## config.mk

```make
export PLATFORM = sky130hd
export DESIGN_NAME = fp_mul_iter
export DESIGN_NICKNAME = d
export VERILOG_FILES = /design/src/rtl/fp_pkg.sv /design/src/rtl/fp_mul_iter_special.sv /design/src/rtl/fp_mul_iter.sv
export SDC_FILE = /design/constraint.sdc
export NUM_CORES = 1
export LEC_CHECK = 0
export ABC_AREA = 1
export ABC_CLOCK_PERIOD_IN_PS = 4850
export BUFFER_PORTS_ARGS = -buffer_cell sky130_fd_sc_hd__buf_2
export CAP_MARGIN = 20
export CORE_ASPECT_RATIO = 0.6
export CORE_MARGIN = 2
export CORE_UTILIZATION = 30
export CTS_BUF_LIST = sky130_fd_sc_hd__clkbuf_8 sky130_fd_sc_hd__clkbuf_16
export DETAILED_ROUTE_END_ITERATION = 6
export HOLD_SLACK_MARGIN = 0.15
export PLACE_DENSITY = 0.59
export SETUP_SLACK_MARGIN = 0.3
export SLEW_MARGIN = 20
export SYNTH_ARGS = -nofsm -noshare
export SYNTH_HDL_FRONTEND = slang
export SYNTH_SLANG_ARGS = --single-unit
export TNS_END_PERCENT = 30
```

## constraint.sdc

```tcl
create_clock -name clk -period 4.85 [get_ports clk]
set_input_delay 0.2425 -clock clk [delete_from_list [all_inputs] [get_ports clk]]
set_output_delay 0.2425 -clock clk [all_outputs]
set_load 0.01 [all_outputs]
```

## src/rtl/fp_pkg.sv

```systemverilog
// Shared constants, FSM state type and field helpers for the iterative FP multiplier.
package fp_pkg;
  localparam int EXP_W  = 8;
  localparam int MANT_W = 23;
  localparam int BIAS   = 127;
  localparam int FP_W   = 1 + EXP_W + MANT_W;

  localparam logic [FP_W-1:0] QNAN    = 32'h7FC00000;
  localparam logic [FP_W-1:0] POS_INF = 32'h7F800000;

  typedef enum logic [1:0] {IDLE, MUL, NORM, DONE} state_t;

  function automatic logic f_sign(input logic [FP_W-1:0] x);
    return x[FP_W-1];
  endfunction

  function automatic logic [EXP_W-1:0] f_exp(input logic [FP_W-1:0] x);
    return x[FP_W-2 -: EXP_W];
  endfunction

  function automatic logic [MANT_W-1:0] f_mant(input logic [FP_W-1:0] x);
    return x[MANT_W-1:0];
  endfunction
endpackage

```

## src/rtl/fp_mul_iter_special.sv

```systemverilog
// Operand classification and special-result select; subnormal inputs count as zero.
module fp_mul_iter_special
  import fp_pkg::*;
(
  input  logic [FP_W-1:0] a_i,
  input  logic [FP_W-1:0] b_i,
  output logic            special_o,
  output logic [FP_W-1:0] result_o
);
  logic [EXP_W-1:0]  ea, eb;
  logic [MANT_W-1:0] ma, mb;
  logic za, zb, ia, ib, na, nb, sign;

  always_comb begin
    ea   = f_exp(a_i);
    eb   = f_exp(b_i);
    ma   = f_mant(a_i);
    mb   = f_mant(b_i);
    sign = f_sign(a_i) ^ f_sign(b_i);
    za   = (ea == '0);
    zb   = (eb == '0);
    ia   = (&ea) && (ma == '0);
    ib   = (&eb) && (mb == '0);
    na   = (&ea) && (ma != '0);
    nb   = (&eb) && (mb != '0);
    special_o = za | zb | ia | ib | na | nb;
    result_o  = '0;
    if (na || nb || (za && ib) || (ia && zb))
      result_o = QNAN;
    else if (ia || ib)
      result_o = {sign, POS_INF[FP_W-2:0]};
    else if (za || zb)
      result_o = {sign, {(FP_W-1){1'b0}}};
  end
endmodule

```

## src/rtl/fp_mul_iter.sv

```systemverilog
// Sequential IEEE-754 single multiplier: radix-2 shift-add over 24 cycles, then normalise.
// Define FP_MUL_ITER_ROUND_EN for round-to-nearest-even; otherwise the result is truncated.
module fp_mul_iter
  import fp_pkg::*;
#(
  parameter int EXP_W  = fp_pkg::EXP_W,
  parameter int MANT_W = fp_pkg::MANT_W,
  parameter int BIAS   = fp_pkg::BIAS
) (
  input  logic                    clk,
  input  logic                    rst,
  input  logic                    start,
  input  logic [EXP_W+MANT_W:0]   data_iA,
  input  logic [EXP_W+MANT_W:0]   data_iB,
  output logic                    busy,
  output logic                    done,
  output logic [EXP_W+MANT_W:0]   data_o
);
  localparam int W     = 1 + EXP_W + MANT_W;
  localparam int MW    = MANT_W + 1;
  localparam int PW    = 2 * MW;
  localparam int XW    = EXP_W + 2;
  localparam int CNT_W = $clog2(MW);
  localparam logic [CNT_W-1:0]     LAST    = CNT_W'(MW - 1);
  localparam logic signed [XW-1:0] BIAS_X  = XW'(BIAS);
  localparam logic signed [XW-1:0] EXP_MAX = XW'((1 << EXP_W) - 1);
  localparam logic signed [XW-1:0] ZERO_X  = '0;

  state_t                 state_q;
  logic [CNT_W-1:0]       cnt_q;
  logic [PW-1:0]          acc_q, acc_d;
  logic [MW-1:0]          mcand_q;
  logic signed [XW-1:0]   exp_q;
  logic                   sign_q, busy_q, done_q;
  logic [W-1:0]           data_q;

  logic                   spec;
  logic [W-1:0]           spec_res;

  fp_mul_iter_special u_special (
    .a_i       (data_iA),
    .b_i       (data_iB),
    .special_o (spec),
    .result_o  (spec_res)
  );

  // Upper half accumulates, lower half holds the remaining multiplier bits.
  logic [MW-1:0] addend;
  logic [MW:0]   sum;
  always_comb begin
    addend = acc_q[0] ? mcand_q : '0;
    sum    = {1'b0, acc_q[PW-1:MW]} + {1'b0, addend};
    acc_d  = {sum, acc_q[MW-1:1]};
  end

  logic                 hi;
  logic [MANT_W-1:0]    mant, mant_r;
  logic signed [XW-1:0] exp_n, exp_f;
  logic [W-1:0]         norm_res;
`ifdef FP_MUL_ITER_ROUND_EN
  logic guard, sticky, rnd, carry;
`endif

  always_comb begin
    hi    = acc_q[PW-1];
    mant  = hi ? acc_q[PW-2 -: MANT_W] : acc_q[PW-3 -: MANT_W];
    exp_n = exp_q + XW'(hi);
`ifdef FP_MUL_ITER_ROUND_EN
    guard  = hi ? acc_q[PW-2-MANT_W] : acc_q[PW-3-MANT_W];
    sticky = hi ? |acc_q[PW-3-MANT_W:0] : |acc_q[PW-4-MANT_W:0];
    rnd    = guard & (sticky | mant[0]);
    {carry, mant_r} = {1'b0, mant} + {{MANT_W{1'b0}}, rnd};
    exp_f  = exp_n + XW'(carry);
`else
    mant_r = mant;
    exp_f  = exp_n;
`endif
    if (exp_f >= EXP_MAX)
      norm_res = {sign_q, POS_INF[W-2:0]};
    else if (exp_f <= ZERO_X)
      norm_res = {sign_q, {(W-1){1'b0}}};
    else
      norm_res = {sign_q, exp_f[EXP_W-1:0], mant_r};
  end

  always_ff @(posedge clk or posedge rst) begin
    if (rst) begin
      state_q <= IDLE;
      cnt_q   <= '0;
      acc_q   <= '0;
      mcand_q <= '0;
      exp_q   <= '0;
      sign_q  <= 1'b0;
      busy_q  <= 1'b0;
      done_q  <= 1'b0;
      data_q  <= '0;
    end else begin
      done_q <= 1'b0;
      case (state_q)
        IDLE: if (start) begin
          busy_q <= 1'b1;
          sign_q <= f_sign(data_iA) ^ f_sign(data_iB);
          if (spec) begin
            data_q  <= spec_res;
            done_q  <= 1'b1;
            state_q <= DONE;
          end else begin
            acc_q   <= {{MW{1'b0}}, 1'b1, f_mant(data_iA)};
            mcand_q <= {1'b1, f_mant(data_iB)};
            exp_q   <= XW'(f_exp(data_iA)) + XW'(f_exp(data_iB)) - BIAS_X;
            cnt_q   <= '0;
            state_q <= MUL;
          end
        end
        MUL: begin
          acc_q <= acc_d;
          if (cnt_q == LAST) begin
            cnt_q   <= '0;
            state_q <= NORM;
          end else begin
            cnt_q <= cnt_q + 1'b1;
          end
        end
        NORM: begin
          data_q  <= norm_res;
          done_q  <= 1'b1;
          state_q <= DONE;
        end
        DONE: begin
          busy_q  <= 1'b0;
          state_q <= IDLE;
        end
        default: state_q <= IDLE;
      endcase
    end
  end

  assign busy   = busy_q;
  assign done   = done_q;
  assign data_o = data_q;
endmodule

```

==> results of run 1 <==
synth_stat cells (all sizes together) (3+ instances only):
cell and count:
xor2 11, buf 23, nand2 483, o21a 3
inv 148, o21bai 5, xnor2 11, clkbuf 29
dfrtp 124, nand3 142, nor3 8, ha 46
nand4 25, a21oi 45, nor2 122, o21ai 77
sequential cells by signal (all words and copies together) (netlist names):
name	count
acc_q	48
busy	1
cnt_q	5
data_o	32
done	1
exp_q	10
mcand_q	24
sign_q	1
state_q	2
worst max-delay path by stage:
stage / cells past startpoint / start / end / slack [ns]
6_report: 15 / acc_q[0] / acc_q[45] / 1.68
5_1_grt: 11 / acc_q[0] / acc_q[35] / 1.41
4_1_cts: 15 / acc_q[0] / acc_q[45] / 1.70
3_5_place_dp: 15 / acc_q[0] / acc_q[45] / 1.71
3_3_place_gp: 15 / acc_q[0] / acc_q[45] / 1.81
2_1_floorplan: 1 / rst / acc_q[0] / 1.31
power by group through the flow:
stage | Combinational [W] | Clock [W] | Sequential, W
6_report | 0.00249 | 0.00141 | 0.00180
5_1_grt | 0.00284 | 0.00149 | 0.00186
4_1_cts | 0.00248 | 0.00144 | 0.00180
3_5_place_dp | 0.00245 | 0 | 0.00181
3_3_place_gp | 0.00244 | 0 | 0.00180
2_1_floorplan | 0.00186 | 0 | 0.00168
cells by family (layout without fill, tap and decap cells):
| family | Yosys count | count (layout) |
|---|---|---|
| AND/OR/NAND/NOR | 788 | 788 |
| buffers and inverters | 202 | 319 |
| AO/OA/AOI/OAI | 133 | 133 |
| flip-flops | 124 | 124 |
| adder cells (fa/ha/maj) | 48 | 48 |
| XOR/XNOR | 22 | 22 |
critical path, cell delays in order (launching register included):
cell	delay, ns
dfrtp_1	0.83
nand2_1	0.12
inv_1	0.10
ha_1	0.19
inv_1	0.06
fa_1	0.42
o21ai_0	0.50
nand2_1	0.11
nand2_1	0.17
nand3_1	0.16
nand3_1	0.13
nand2_1	0.05
nand2_1	0.06
nor2_1	0.04
nand2_1	0.09
nand2_1	0.05
routing by layer:
layer | share of wire (%) | global-route usage (%) | vias to the layer above
li1 | - | - | 4395
met1 | 56 | 30.5 | 3977
met2 | 34 | 22.2 | 294
met3 | 9.6 | 6.05 | 14
met4 | 0.65 | 3.50 | 0
met5 | 0 | 0 | -
through the flow:
stage,std cells,total power (W)
2_1_floorplan,1317,0.00354
3_3_place_gp,1753,0.00424
3_5_place_dp,1753,0.00426
4_1_cts,1809,0.00571
5_1_grt,1809,0.00619
6_report,1809,0.00571
cell type report:
class	instances	share of cell area [%]
Multi-Input combinational cell	991	46.3
Sequential cell	124	29.6
Timing Repair Buffer	138	8.09
Inverter	150	5.39
Clock buffer	23	4.84
Tap cell	375	4.47
Clock inverter	8	1.31
what timing repair did:
| item | 4_1_cts | 5_1_grt |
|---|---|---|
| endpoints found under the hold margin | 59 | 0 |
| resized for setup | 0 | 0 |
| hold buffers | 25 | 0 |
==> flow_metrics.py, run 1 <==
metrics = {
    "drt": {
        "vias": 8680,
        "drt-pass1-iter-count": 6,
        "antenna_left": 0,
        "route.detailed.drc": 0,
        "drt_iter0_drc": 849,
        "viasPerCell": 4.80,
        "drt_wl_total_mm": 27.4,
        "wl_per_cell_um": 15.1,
    },
    "global_routing": {
        "grt_antenna_before_repair": 0,
        "grt_pass1_wl_mm": 43.8,
        "grt_pass1_vias": 8007,
        "track_usage_pct": 18.5,
        "overflow": 0,
        "grt_max_degree": 58,
    },
    "setup_path": {
        "reg2regPathDepth": 15,
        "worstReg2RegEnd": "acc_q[45]",
        "cp-start-kind": "flop",
        "crit_fanout": 25,
        "path_class": "reg -> reg",
        "cp.arrival_ns": 3.51,
        "r2r_slack_ns": 1.68,
        "required_ns": 5.18,
        "reg2reg_from": "acc_q[0]",
        "crit_path_end_kind": "flop",
    },
    "floorplan": {
        "dieArea_um2": 30600,
        "die_x_um": 225,
        "die_y_um": 136,
        "ios": 101,
        "start_util_pct": 30.5,
        "core_area_um2": 28700,
        "std_cell_rows": 48,
    },
    "final_layout": {
        "nets": 1537,
        "post-route-util_pct": 36.5,
        "layout.cells.most_common": "nand2_1",
        "drive_gt1_share_pct": 12.1,
        "fill_cells": 3147,
        "regArea_um2": 3100,
        "multi_input_area_um2": 4860,
        "syn_to_final_growth_pct": 19.8,
        "layout_common_cells": "nand2_1, inv_1, nand3_1",
        "stdcell_area_um2": 10500,
        "antennaDiodeCount": 0,
    },
    "cts": {
        "clk_pin_slew_worst_paths_ns": 0.06,
        "htree_levels": 4,
        "cts-root-buf": "clkbuf_16",
        "post-cts-setup-buffers": 0,
        "cts_buffers": 17,
        "cts_tree": "done",
        "clock-sinks": 124,
        "clock_path_buffers": 2,
        "insertion_delay_ns": 0.44,
    },
    "yosys": {
        "netlist_instances": 1317,
        "synth_xor_area_share_pct": 2.41,
        "yosysWarnings": 0,
        "yosys.area.top_type": "dfrtp_1",
        "synth_edf_count": 0,
        "synth_mux_area_share_pct": 0,
        "synth_top_family_by_area": "simple AND/OR/NAND/NOR gates",
        "synth_top_cell_area_share_pct": 35.4,
        "synth.ff_latch_count": 124,
        "ys_top_cells_by_area": "dfrtp_1, nand2_1, nand3_1, ha_1, inv_1",
        "synth_nets": 1432,
        "synth-compound-area-share_pct": 7.90,
        "ys_types": 38,
        "yosys.area_share.simple_pct": 38.1,
        "syn_avg_cell_area_um2": 6.65,
        "synthAdderAreaFrac_pct": 7.03,
        "synth-async-reset-ratio_pct": 100,
        "ys.flop_type": "dfrtp_1",
        "syn_area_um2": 8760,
        "ys_seq_area_share_pct": 35.4,
    },
    "sta": {
        "max_freq_mhz": 315,
        "fin_ws_ns": 1.68,
        "rsz0062_at_grt": "false",
        "finalCritPeriodShare_pct": 65.4,
        "finalWorstPathRequiredPeriod_ns": 3.17,
        "maxSlewViolCount": 0,
        "finalSetupTns_ns": 0,
        "setup_viol": 0,
        "final-hold-violation-count": 0,
        "clock_skew_ns": 0.0182,
        "worst_hold_slack_ns": 0.169,
        "relSlewSlack_pct": 37.6,
        "tightest_slew_ns": 0.935,
    },
    "min_path": {
        "min_from": "data_iA[3]",
        "hold_depth": 5,
        "hold_end": "acc_q[3]",
        "hp-class": "in -> reg",
    },
    "pwr": {
        "clock_power_share_pct": 24.8,
        "power.net_switching_w": 0.00254,
        "p_per_area_nw_per_um2": 544,
        "peakVddDrop_mv": 0.239,
        "intPower_w": 0.00317,
        "swShare_pct": 44.5,
        "power.leakage_nw": 5.81,
        "combPwrFrac_pct": 43.7,
        "pwr-share-seq_pct": 31.5,
    },
    "placed_design": {
        "placed_cell_area_um2": 9600,
        "port_buffers": 100,
        "pre_cts_slack_ns": 1.71,
        "dp_hpwl_mm": 21.0,
        "gp_congestion": 0.951,
    },
    "run_status": {
        "status": "finished clean",
    },
    "job": {
        "max-cap-violations": 0,
    },
}
Note: power is estimated with default switching activity, not from simulation.
==> inputs of run 2 (changes only) <==
ABC_CLOCK_PERIOD_IN_PS = 2620   (was 4850)
PLACE_DENSITY = 0.6   (was 0.59)
clock period = 2.62 ns   (was 4.85 ns; I/O delays follow)
==> run 2 against run 1 <==
Against the previous run: worst setup slack worse by 1.3 ns; count of clock-buffer cells in the layout decreased by 2; clock power increased by 72%; clock skew down 0.0047 ns; first-iteration DRC count fell by 4.7%; cell area is 10% higher; critical path type unchanged; die area is the same; fmax up 39%; utilization rose by 3.7 points; routed wire length up 6.3%; critical endpoint is now acc_q[34].
==> flow_metrics.py, run 2 (same netlist as run 1, synthesis figures left out) <==
metrics = {
    "pwr": {
        "swShare_pct": 45.4,
        "intPower_w": 0.00630,
        "clock_power_share_pct": 21.0,
        "p_per_area_nw_per_um2": 999,
        "pwr-share-seq_pct": 29.3,
        "peakVddDrop_mv": 0.502,
        "power.leakage_nw": 6.07,
        "total_power_w": 0.0116,
        "combPwrFrac_pct": 49.7,
        "power.net_switching_w": 0.00525,
    },
    "final_layout": {
        "fill_cells": 2992,
        "largest_reg_flops": 48,
        "drive_gt1_share_pct": 19.1,
        "regMostFlops": "acc_q",
        "syn_to_final_growth_pct": 32.0,
        "layout.cells.most_common": "nand2_1",
        "nets": 1592,
        "antennaDiodeCount": 0,
        "layout_common_cells": "nand2_1, inv_1, nand3_1",
        "post-route-util_pct": 40.3,
    },
    "setup_path": {
        "cp.arrival_ns": 2.61,
        "r2r_slack_ns": 0.33,
        "worstReg2RegEnd": "acc_q[34]",
        "path_class": "reg -> reg",
        "cp-start-kind": "flop",
        "crit_fanout": 12,
        "crit_path_end_kind": "flop",
        "required_ns": 2.94,
        "reg2reg_from": "acc_q[0]",
        "reg2regPathDepth": 14,
    },
    "cts": {
        "cts_tree": "done",
        "clock-sinks": 124,
        "htree_levels": 4,
        "insertion_delay_ns": 0.44,
        "clk_pin_slew_worst_paths_ns": 0.06,
        "cts-root-buf": "clkbuf_16",
        "cts_buffers": 17,
        "clock_path_buffers": 2,
    },
    "sta": {
        "finalWorstPathRequiredPeriod_ns": 2.29,
        "rsz0062_at_grt": "true",
        "clock_skew_ns": 0.0135,
        "maxSlewViolCount": 0,
        "final-hold-violation-count": 0,
        "max_freq_mhz": 437,
        "tightest_slew_ns": 0.983,
        "finalSetupTns_ns": 0,
        "relSlewSlack_pct": 34.4,
        "finalCritPeriodShare_pct": 87.4,
        "setup_viol": 0,
    },
    "placed_design": {
        "port_buffers": 100,
        "gp_congestion": 0.953,
        "dp_hpwl_mm": 20.9,
    },
    "drt": {
        "drt_iter0_drc": 809,
        "route.detailed.drc": 0,
        "drt_wl_total_mm": 29.1,
        "antenna_left": 0,
        "wl_per_cell_um": 15.6,
        "vias": 9083,
        "drt-pass1-iter-count": 5,
        "viasPerCell": 4.87,
    },
    "global_routing": {
        "grt_pass1_vias": 8284,
        "grt_max_degree": 63,
        "grt_pass1_wl_mm": 45.1,
        "grt_antenna_before_repair": 1,
        "track_usage_pct": 19.0,
        "overflow": 0,
    },
    "min_path": {
        "hold_end": "exp_q[0]",
        "hold_depth": 4,
        "hp-class": "in -> reg",
        "min_from": "data_iB[23]",
    },
    "floorplan": {
        "dieArea_um2": 30600,
        "ios": 101,
        "die_x_um": 225,
        "core_area_um2": 28700,
        "die_y_um": 136,
        "start_util_pct": 30.5,
        "std_cell_rows": 48,
    },
    "run_status": {
        "status": "finished clean",
    },
    "job": {
        "max-cap-violations": 0,
    },
}
==> run 2: changes by cell type in the layout (fill, tap and decap cells not counted), moves of 7 or more <==
cell / change
a21oi_1: -11
buf_4: +20
dlygate4sd3_1: +26
ha_1: -21
ha_4: +18
nand2_1: -18
nand2_2: +18
nor2_1: -11
nor2_2: +7
o21ai_0: -11
==> run 2: worst max path at each step <==
stage	start	end	slack, ns	cells after the start
after floorplan	acc_q[0]	acc_q[35]	0.02	13
after global placement	acc_q[0]	acc_q[34]	0.11	14
after detailed placement	acc_q[0]	acc_q[34]	0.08	14
after CTS	acc_q[0]	acc_q[34]	0.21	13
after global routing	acc_q[0]	acc_q[34]	0.20	14
final	acc_q[0]	acc_q[34]	0.33	14
==> run 2: area by class of cell <==
cell class              instances  area [um2]  area share (%)
clock buffers                  21         480            4.15
clock inverters                11         118            1.02
inverters                     150         567            4.90
multi-input cells             991        5400            46.7
flip-flops and latches        124        3100            26.8
well taps                     375         469            4.06
repair buffers                193        1430            12.4
==> run 2: metrics by stage <==
| step | setup slack, ns | cells | area, um2 | hold slack, ns |
|---|---|---|---|---|
| 3_5_place_dp | 0.0758 | 1765 | 9740 | 0.347 |
| 4_1_cts | 0.206 | 1851 | 11000 | 0.152 |
| 5_1_grt | 0.204 | 1865 | 11600 | 0.193 |
| 2_1_floorplan | 0.0174 | 1317 | 8760 | 0.241 |
| 6_report | 0.329 | 1865 | 11600 | 0.159 |
| 3_3_place_gp | 0.105 | 1765 | 9740 | 0.344 |
==> run 2: power by group through the flow <==
stage	Clock [W]	Sequential (W)	Combinational, W
floorplan	0	0.00310	0.00344
global placement	0	0.00332	0.00475
detailed placement	0	0.00333	0.00477
CTS	0.00246	0.00331	0.00500
global route	0.00255	0.00349	0.00636
finish	0.00243	0.00339	0.00574
==> run 2: worst max-delay path, stage by stage, from the launching register on <==
cell     delay [ns]
dfrtp_2        0.44
buf_12         0.16
nand2_1        0.05
inv_1          0.04
ha_1           0.29
buf_6          0.14
a21oi_4        0.13
nand2_2        0.10
nand2_2        0.09
nand3_4        0.11
a21oi_4        0.20
xor2_2         0.18
nor2_1         0.06
nand2_1        0.11
o21ai_1        0.06
==> run 2: layer usage <==
metal	global-route usage, %	vias to the layer above	wire length, um
met4	2.76	2	152
met2	24.0	335	10700
li1	-	4507	-
met1	30.4	4224	15300
met3	6.07	15	2830
met5	2.26	-	13
==> run 2: timing repair <==
item                                   CTS  global route
endpoints found under the hold margin   86             0
buffers inserted                         3            12
cloned                                   0             2
setup endpoints to repair               27            94
pin swaps                                4            27
hold buffers                            51             0
resized for setup                       19            99
